<file path="src/rtl/fp_seq_divider_pkg.sv">
// Shared definitions for the FP32 divider: constants, operand classes and FSM states.
// The operand classes are also meant for reuse by the FP multiplier.
package fp_seq_divider_pkg;

    localparam int          EXP_BIAS = 127;
    localparam logic [31:0] QNAN     = 32'h7FC00000;
    localparam logic [30:0] INF_MAG  = 31'h7F800000;

    typedef enum logic [1:0] {
        CLS_ZERO = 2'd0,
        CLS_NORM = 2'd1,
        CLS_INF  = 2'd2,
        CLS_NAN  = 2'd3
    } fp_class_t;

    typedef enum logic [1:0] {
        ST_IDLE = 2'd0,
        ST_DIV  = 2'd1,
        ST_NORM = 2'd2,
        ST_DONE = 2'd3
    } div_state_t;

endpackage

</file>
<file path="src/rtl/fp_div_mant_core.sv">
// Radix-2 restoring mantissa divider: one quotient bit per clock after start.
// done is high during the cycle whose clock edge takes the final step.
module fp_div_mant_core #(
    parameter int MAN_W  = 23,
    parameter int Q_BITS = 26
) (
    input  logic                clk,
    input  logic                rst,
    input  logic                start,
    input  logic [MAN_W+1:0]    ma,
    input  logic [MAN_W:0]      mb,
    output logic                done,
    output logic [Q_BITS-1:0]   quotient,
    output logic                sticky
);

    localparam int CW = $clog2(Q_BITS + 1);

    logic [CW-1:0]    cnt;
    logic             busy;
    logic [MAN_W+1:0] rem;
    logic [MAN_W+1:0] divisor;
    logic             ge;
    logic [MAN_W+1:0] diff;

    assign ge     = (rem >= divisor);
    assign diff   = ge ? (rem - divisor) : rem;
    assign done   = busy && (cnt == CW'(1));
    assign sticky = |rem;

    always_ff @(posedge clk or posedge rst) begin
        if (rst) begin
            busy <= 1'b0;
            cnt  <= '0;
        end else if (start) begin
            busy <= 1'b1;
            cnt  <= CW'(Q_BITS);
        end else if (busy) begin
            cnt <= cnt - CW'(1);
            if (cnt == CW'(1))
                busy <= 1'b0;
        end
    end

    // The partial remainder stays below 2*mb, so the left shift never loses a bit.
    always_ff @(posedge clk) begin
        if (start) begin
            rem      <= ma;
            divisor  <= {1'b0, mb};
            quotient <= '0;
        end else if (busy) begin
            rem      <= diff << 1;
            quotient <= {quotient[Q_BITS-2:0], ge};
        end
    end

endmodule

</file>
<file path="src/rtl/fp_seq_divider.sv">
// Sequential IEEE-754 single-precision divider (a / b) with valid/ready handshake.
// Subnormal operands and results are flushed to signed zero; rounding is nearest-even.
module fp_seq_divider
    import fp_seq_divider_pkg::*;
#(
    parameter int EXP_W  = 8,
    parameter int MAN_W  = 23,
    parameter int Q_BITS = 26
) (
    input  logic                       clk,
    input  logic                       rst,
    input  logic                       in_valid,
    output logic                       in_ready,
    input  logic [EXP_W+MAN_W:0]       a,
    input  logic [EXP_W+MAN_W:0]       b,
    output logic                       out_valid,
    output logic [EXP_W+MAN_W:0]       result,
    output logic                       overflow,
    output logic                       div_by_zero
);

    localparam int W  = 1 + EXP_W + MAN_W;
    localparam int EW = EXP_W + 2;
    localparam logic [EXP_W-1:0]     EXP_ONES = '1;
    localparam logic signed [EW-1:0] BIAS_S   = EW'(EXP_BIAS);
    localparam logic signed [EW-1:0] EXP_MAX  = EW'((1 << EXP_W) - 1);
    localparam logic signed [EW-1:0] EXP_ZERO = '0;

    function automatic fp_class_t classify(input logic [W-1:0] x);
        if (x[W-2:MAN_W] == '0)
            return CLS_ZERO;
        if (x[W-2:MAN_W] == EXP_ONES)
            return (x[MAN_W-1:0] != '0) ? CLS_NAN : CLS_INF;
        return CLS_NORM;
    endfunction

    // Returns {overflow, packed result}. q[Q_BITS-1] is always 1 thanks to the pre-shift.
    function automatic logic [W:0] round_pack(
        input logic                 s,
        input logic signed [EW-1:0] e,
        input logic [Q_BITS-1:0]    q,
        input logic                 st
    );
        logic [MAN_W:0]       m;
        logic                 up;
        logic [MAN_W+1:0]     mr;
        logic signed [EW-1:0] e2;
        m  = q[Q_BITS-1:2];
        up = q[1] & (q[0] | st | m[0]);
        mr = {1'b0, m} + {{(MAN_W+1){1'b0}}, up};
        e2 = e + $signed({{(EW-1){1'b0}}, mr[MAN_W+1]});
        if (e2 >= EXP_MAX)
            return {1'b1, s, INF_MAG};
        if (e2 <= EXP_ZERO)
            return {1'b0, s, {(W-1){1'b0}}};
        return {1'b0, s, e2[EXP_W-1:0], mr[MAN_W-1:0]};
    endfunction

    div_state_t           state;
    fp_class_t            cls_a, cls_b;
    logic                 sa, sb, sq;
    logic [EXP_W-1:0]     ea, eb;
    logic [MAN_W:0]       ma, mb;
    logic                 pre_shift;
    logic [MAN_W+1:0]     dividend;
    logic signed [EW-1:0] exp_init;
    logic                 accept;
    logic                 is_special;
    logic [W-1:0]         spec_res;
    logic                 spec_dbz;

    logic                 sign_q;
    logic signed [EW-1:0] exp_q;
    logic [W-1:0]         res_q;
    logic                 ovf_q;
    logic                 dbz_q;

    logic                 core_done;
    logic [Q_BITS-1:0]    quotient;
    logic                 sticky;

    assign sa        = a[W-1];
    assign sb        = b[W-1];
    assign sq        = sa ^ sb;
    assign ea        = a[W-2:MAN_W];
    assign eb        = b[W-2:MAN_W];
    assign ma        = {1'b1, a[MAN_W-1:0]};
    assign mb        = {1'b1, b[MAN_W-1:0]};
    assign cls_a     = classify(a);
    assign cls_b     = classify(b);
    assign in_ready  = (state == ST_IDLE);
    assign accept    = in_valid & in_ready;

    // Pre-shifting a smaller dividend keeps the quotient in [1,2).
    assign pre_shift = (ma < mb);
    assign dividend  = pre_shift ? {ma, 1'b0} : {1'b0, ma};
    assign exp_init  = $signed({2'b00, ea}) - $signed({2'b00, eb}) + BIAS_S
                       - $signed({{(EW-1){1'b0}}, pre_shift});

    always_comb begin
        is_special = 1'b1;
        spec_res   = QNAN;
        spec_dbz   = 1'b0;
        if (cls_a == CLS_NAN || cls_b == CLS_NAN)
            spec_res = QNAN;
        else if ((cls_a == CLS_ZERO && cls_b == CLS_ZERO) || (cls_a == CLS_INF && cls_b == CLS_INF))
            spec_res = QNAN;
        else if (cls_a == CLS_INF)
            spec_res = {sq, INF_MAG};
        else if (cls_b == CLS_INF || cls_a == CLS_ZERO)
            spec_res = {sq, {(W-1){1'b0}}};
        else if (cls_b == CLS_ZERO) begin
            spec_res = {sq, INF_MAG};
            spec_dbz = 1'b1;
        end else
            is_special = 1'b0;
    end

    fp_div_mant_core #(
        .MAN_W  (MAN_W),
        .Q_BITS (Q_BITS)
    ) u_core (
        .clk      (clk),
        .rst      (rst),
        .start    (accept & ~is_special),
        .ma       (dividend),
        .mb       (mb),
        .done     (core_done),
        .quotient (quotient),
        .sticky   (sticky)
    );

    // Staged result: special results land at accept, normal ones are rounded in NORM.
    always_ff @(posedge clk) begin
        if (accept) begin
            sign_q <= sq;
            exp_q  <= exp_init;
            res_q  <= spec_res;
            ovf_q  <= 1'b0;
            dbz_q  <= spec_dbz;
        end else if (state == ST_NORM) begin
            {ovf_q, res_q} <= round_pack(sign_q, exp_q, quotient, sticky);
            dbz_q          <= 1'b0;
        end
    end

    always_ff @(posedge clk or posedge rst) begin
        if (rst) begin
            state       <= ST_IDLE;
            out_valid   <= 1'b0;
            result      <= '0;
            overflow    <= 1'b0;
            div_by_zero <= 1'b0;
        end else begin
            out_valid <= 1'b0;
            case (state)
                ST_IDLE: if (accept) state <= is_special ? ST_DONE : ST_DIV;
                ST_DIV:  if (core_done) state <= ST_NORM;
                ST_NORM: state <= ST_DONE;
                ST_DONE: begin
                    out_valid   <= 1'b1;
                    result      <= res_q;
                    overflow    <= ovf_q;
                    div_by_zero <= dbz_q;
                    state       <= ST_IDLE;
                end
                default: state <= ST_IDLE;
            endcase
        end
    end

endmodule

</file>
<file path="config.mk">
export PLATFORM = sky130hd
export DESIGN_NAME = fp_seq_divider
export DESIGN_NICKNAME = d
export VERILOG_FILES = /design/src/rtl/fp_seq_divider_pkg.sv /design/src/rtl/fp_div_mant_core.sv /design/src/rtl/fp_seq_divider.sv
export SDC_FILE = /design/constraint.sdc
export NUM_CORES = 1
export LEC_CHECK = 0
export BUFFER_PORTS_ARGS = -buffer_cell sky130_fd_sc_hd__buf_2
export CORE_ASPECT_RATIO = 1.25
export CORE_MARGIN = 2
export CORE_UTILIZATION = 55
export DETAILED_ROUTE_END_ITERATION = 12
export GPL_TIMING_DRIVEN = 0
export HOLD_SLACK_MARGIN = 0.05
export PLACE_DENSITY = 0.75
export REMOVE_ABC_BUFFERS = 1
export SLEW_MARGIN = 20
export SYNTH_ARGS = -nofsm -noshare
export SYNTH_HDL_FRONTEND = slang
export SYNTH_SLANG_ARGS = --single-unit
</file>
<file path="constraint.sdc">
create_clock -name clk -period 6.1 [get_ports clk]
set_input_delay 0.305 -clock clk [delete_from_list [all_inputs] [get_ports clk]]
set_output_delay 0.305 -clock clk [all_outputs]
set_load 0.05 [all_outputs]
</file>
Word-level counts from Yosys, hierarchy flattened
Index checks and enable logic that the tools add are counted. W data, S select, Z words.

Equality and inequality tests: 12. Bitwise gates (word level): 7. Reduce and logical (&&, ||, !) cells: 17. Add/subtract/negate cells: 7. $lt $le $gt $ge: 4. Multiplexer cells: 59.

Operators with widths (count): $mux W32 (7); $mux W33 (4); $mux W25 (3); $reduce_bool A23 Y1 (2); $mux W1 (30); $add A24 B1 Y25 (1); $ge A25 B24 Y1 (1); $reduce_or A25 Y1 (1); $lt A24 B24 Y1 (1); $mux W24 (1); $sub A24 B24 Y24 (1); $mux W2 (11); $eq A8 B8 Y1 const B (2); $logic_not A8 Y1 (2); $eq A2 B2 Y1 const B (6); $add A10 B2 Y10 (1); $add A9 B8 Y10 const B (1); $ge A10 B9 Y1 const B (1); $le A10 B1 Y1 const B (1); $mux W5 (2); $sub A10 B2 Y10 (1); $sub A8 B8 Y9 (1); $pmux W2 S4 (1); $logic_not A2 Y1 (3); 13 further kinds (21).

Input port bits: 67. Register bits after elaboration: 162. Output and inout bits: 36. Logic and storage cells: 121.

Depth between registers and ports, before layout
Depth after elaboration: 17. Mapped depth: 22. Mapped depth without buffers: 19.

Hierarchy
From an unflattened synthesis, not the netlist that was laid out.

Cells, all modules: 960. Area total of the unflattened synthesis: 10097.2 µm².

By module, submodules not included: fp_seq_divider (times used 1, cells an instance 524, area each 5552.8 µm², seq. area each 2267.2 µm²); fp_div_mant_core (times used 1, cells an instance 436, area each 4544.4 µm², seq. area each 2142.1 µm²).

Least setup slack after synthesis
OpenSTA, ideal clock, no wires.

Kind: reg2reg. Start point: register u_core.quotient[2]. End point: register res_q[12], data pin. Library setup time: 257 ps. Setup slack: 2372 ps. Cell stages (with the launch flop): 23. Buffers on the path: 3. Arrival: 3471 ps. Clock period less this slack: 3728 ps. Required time: 5843 ps. Cells stage by stage: dfxtp_1 > and2_1 > ha_1 > nand2_1 > nor2_1 > and3_1 > clkbuf_1 > nand2_1 > nor2_2 > nand3_1 > nor2_1 > ha_1 > ha_1 > and2_1 > buf_2 > nand4_1 > xor2_1 > a41oi_1 > o22ai_1 > o21bai_1 > nand3b_4 > buf_2 > nor2_1.

Cells in the longest elaborated chain, start to end: 13. Elaborated cells on any way between the ends: 18. Classes of those cells: 2 x add/sub; 2 x order compare; 12 x mux; 2 x bitwise.

Ends and longest elaborated chain: start: declaration (RTL line fp_div_mant_core.sv:13) `output logic [Q_BITS-1:0] quotient,`; start signal: assignment (RTL line fp_div_mant_core.sv:53) `quotient <= {quotient[Q_BITS-2:0], ge};`; $or A1 B1 Y1 (RTL line fp_seq_divider.sv:49) `up = q[1] & (q[0] | st | m[0]);`; $and A1 B1 Y1 (RTL line fp_seq_divider.sv:49); $add A24 B1 Y25 * (RTL line fp_seq_divider.sv:50) `mr = {1'b0, m} + {{(MAN_W+1){1'b0}}, up};`; $add A10 B2 Y10 (RTL line fp_seq_divider.sv:51) `e2 = e + $signed({{(EW-1){1'b0}}, mr[MAN_W+1]});`; $le A10 B1 Y1 (RTL line fp_seq_divider.sv:54) `if (e2 <= EXP_ZERO)`; $mux W1 (2 in series) (RTL line fp_seq_divider.sv:54); $mux W1 (RTL line fp_seq_divider.sv:141) `end else if (state == ST_NORM) begin`; $mux W1 (RTL line fp_seq_divider.sv:135) `if (accept) begin`; $mux W33 (RTL line fp_seq_divider.sv:56) `return {1'b0, s, e2[EXP_W-1:0], mr[MAN_W-1:0]};`; $mux W33 * (RTL line fp_seq_divider.sv:54); $mux W32 * (RTL line fp_seq_divider.sv:141); $mux W32 * (RTL line fp_seq_divider.sv:135); end signal: assignment (RTL line fp_seq_divider.sv:138) `res_q <= spec_res;`; end signal: assignment (RTL line fp_seq_divider.sv:142) `{ovf_q, res_q} <= round_pack(sign_q, exp_q, quotient, sticky);`; end: declaration (RTL line fp_seq_divider.sv:74) `logic [W-1:0] res_q;`.

Mark *: on every way between the ends. The rest lies on a longest branch, timed or not. The select of a mux whose other input is x is not followed. A chain may end at the register's enable or synchronous reset.

Worst setup path in the final report
Start point: register u_core.quotient[2]. End point: register res_q[0], data pin.

The elaborated chain is that of the path after synthesis.

==> results by group <==
Global routing
  • GRT Overall Usage: 22.4%
  • Vias in the first global route: 7,075
  • Total grt overflow: 0
  • Antenna violations before repair: 0
  • First-pass GRT wire length: 33,400 um
  • Largest net degree at the start of global routing: 71

Logic synthesis
  • Ys flop type: edfxtp_1
  • Number of synthesized flops with an enable pin: 92
  • Yosys reg bits: 162
  • Post-Syn Area: 0.00978 mm2
  • Post-synth ARST share: 26.5%
  • Cell variety after synth: 72
  • Register area share after synthesis: 44.8%
  • Synth Warn #: 0
  • Cells after synthesis: 957
  • Syn avg cell area: 10.2 um2

CTS
  • Num CTS Buffers: 17
  • CTS tree: done
  • Post-CTS Resized: 0
  • Clk slew on worst S/H paths: 60 ps
  • Clock H-tree levels: 4
  • Clock sink total: 162
  • Root Driver: clkbuf_16
  • Post-CTS setup buffer count: 0
  • Bufs on Longest Clock Path: 2
  • Clk Latency, worst-skew pair: 430 ps

Detailed routing
  • Final ANT Viol Nets: 0
  • Drt via density: 5.67
  • Initial detailed-routing violation count: 360
  • Vias post-DR: 7,295
  • DR WL/cell: 15.5 um
  • DRC Markers: 0
  • Final WL: 20,000 um
  • First drt pass iteration count: 5

Layout
  • Antenna diode count: 0
  • Most frequent cells in the layout: 102 x buf_2, 96 x nor2_1, 92 x edfxtp_1
  • Post-Route Utilization: 63.7%
  • Nets: 1,190
  • Share of layout cells above drive strength 1: 19.5%
  • Area growth from synthesis to layout: 13.5%
  • Commonest non-fill, non-tap cell in the layout: buf_2

Die
  • Die height: 153 um
  • Die width: 123 um
  • Die area: 0.0189 mm2
  • Io pins: 103
  • Row count: 54
  • Initial Util: 56.1%
  • CORE AREA: 0.0174 mm2

Critical path
  • Data required time at the worst endpoint: 6270 ps
  • Crit Path Max Fanout: 22
  • Crit path DAT: 4450 ps
  • Startpoint Class: flip-flop
  • Critical path capture point type: flip-flop
  • WS Path Type: reg2reg

STA
  • Unrepaired setup endpoints after global routing: false
  • Worst slew pin tran: 778 ps
  • Post-route clock skew: 11.0 ps
  • Slew Limit Headroom: 48.0%
  • Fin crit period: 4280 ps
  • Final Hold Fails: 0
  • Setup TNS: 0 ps
  • Worst hold margin: 76.7 ps
  • Final Cycle Share: 70.1%
  • Final Slew Violations: 0
  • Maximum clock rate: 0.234 GHz
  • # setup viols final: 0

Place
  • Port bufs: 102
  • Routability cong.: 0.915
  • Post-DP HPWL: 15,000 um

Power and ir drop
  • Pwr dens: 535 mW/mm2
  • Maximum VDD drop: 229 uV
  • LEAKAGE: 0.00492 uW
  • Total power: 5940 uW

Worst hold path
  • HP Class: in2reg

Run
  • Max cap viols: 0

Status
  • Outcome: finished, final reports clean
-- critical path, cell delays in order (launching register included) --
cell      delay (ps)
dfxtp_1          390
and2_1           190
ha_1             220
nand2_1           80
nor2_1           170
and3_1           310
nand2_1           90
nor2_2           190
nand3_1          160
nor2_1           170
ha_1             180
ha_1             200
and2_1           260
nand4_1          200
xor2_1           280
a41oi_1          160
o22ai_1          160
o21bai_1         160
nand3b_4         320
nor2_1           110
-- registers in the layout, indices dropped and copies added, names as in the netlist, 2 cells and up --
name,count
u_core.divisor,23
u_core.rem,25
state,2
res_q,32
result,32
exp_q,10
u_core.quotient,26
u_core.cnt,5
-- where the power goes --
group | total, uW | internal, uW | switching [uW] | leakage, uW
Clock | 994 | 568 | 426 | 0.000276
Sequential | 2100 | 1770 | 326 | 0.00165
Combinational | 2850 | 1120 | 1730 | 0.00300
-- repair_timing --
action                                  in CTS  in global routing
endpoints found under the hold margin       10                  0
endpoints found under the setup margin       0                  0
hold buffers                                 1                  0
-- per-layer routing --
metal	GRT usage, %	part of all wire, %	up-vias
met5	0	0	-
met4	11.1	4.1	0
met3	4.07	3.8	45
met2	37.7	49	167
met1	27.1	43	3442
li1	-	-	3641
-- synthesized netlist by cell type, drive strengths merged (6+ instances only) --
cell type	count	area share, %
mux2	47	5.4
nor4	27	1.8
dfrtp	43	11
a211oi	6	0.46
o21a	9	0.69
nand2b	7	0.45
a21o	13	1.0
nand2	59	2.3
nor3	12	0.61
xor2	30	2.7
and3	12	0.78
edfxtp	92	28
nor2	98	3.9
o31ai	6	0.51
o21bai	7	0.54
ha	70	9.0
nand3	31	1.6
buf	14	0.77
a21oi	49	2.7
inv	87	3.3
o21ai	30	1.5
clkbuf	19	0.73
dfxtp	27	5.5
nand4	16	1.0
o211ai	6	0.51
a31oi	13	0.83
mux2i	37	3.8
xnor2	34	3.0
-- cells by family after synthesis --
| logic type | after synthesis | synth area share (%) |
|---|---|---|
| AND/OR/NAND/NOR | 284 | 14.2 |
| XOR/XNOR | 64 | 5.73 |
| buffers and inverters | 120 | 4.84 |
| multiplexers | 84 | 9.20 |
| flip-flops | 162 | 44.8 |
| AO/OA/AOI/OAI | 170 | 11.6 |
| adder cells (fa/ha/maj) | 73 | 9.57 |
-- area by class of cell --
class,instances,area [um2]
multi-input combinational,675,4940
clock buffer,22,485
inverter,87,329
tap,224,280
timing repair buffer,107,616
clock inverter,10,72.6
fill,1461,6330
sequential,162,4380
-- stage by stage --
stage / setup WS (ps) / instance area, um2 / cells
detailed placement: 1870 / 10500 / 1254
floorplan: 1980 / 9630 / 924
global route: 1380 / 11100 / 1287
finish: 1820 / 11100 / 1287
CTS: 1840 / 11100 / 1287
global placement: 1090 / 10400 / 1250
-- final timing paths --
path / slack (ps) / startpoint / depth (start not counted) / to
worst max-delay path: 1820 / u_core.quotient[2] / 19 / res_q[0]
worst min-delay path: 80 / b[3] / 1 / u_core.divisor[3]
worst max register to register: 1820 / u_core.quotient[2] / 19 / res_q[0]
worst min register to register: 470 / res_q[22] / 1 / result[22]
max in group asynchronous: 5290 / rst / 4 / u_core.busy
min in group asynchronous: 350 / rst / 3 / result[24]
No activity file was read; power rests on OpenSTA's default activity.
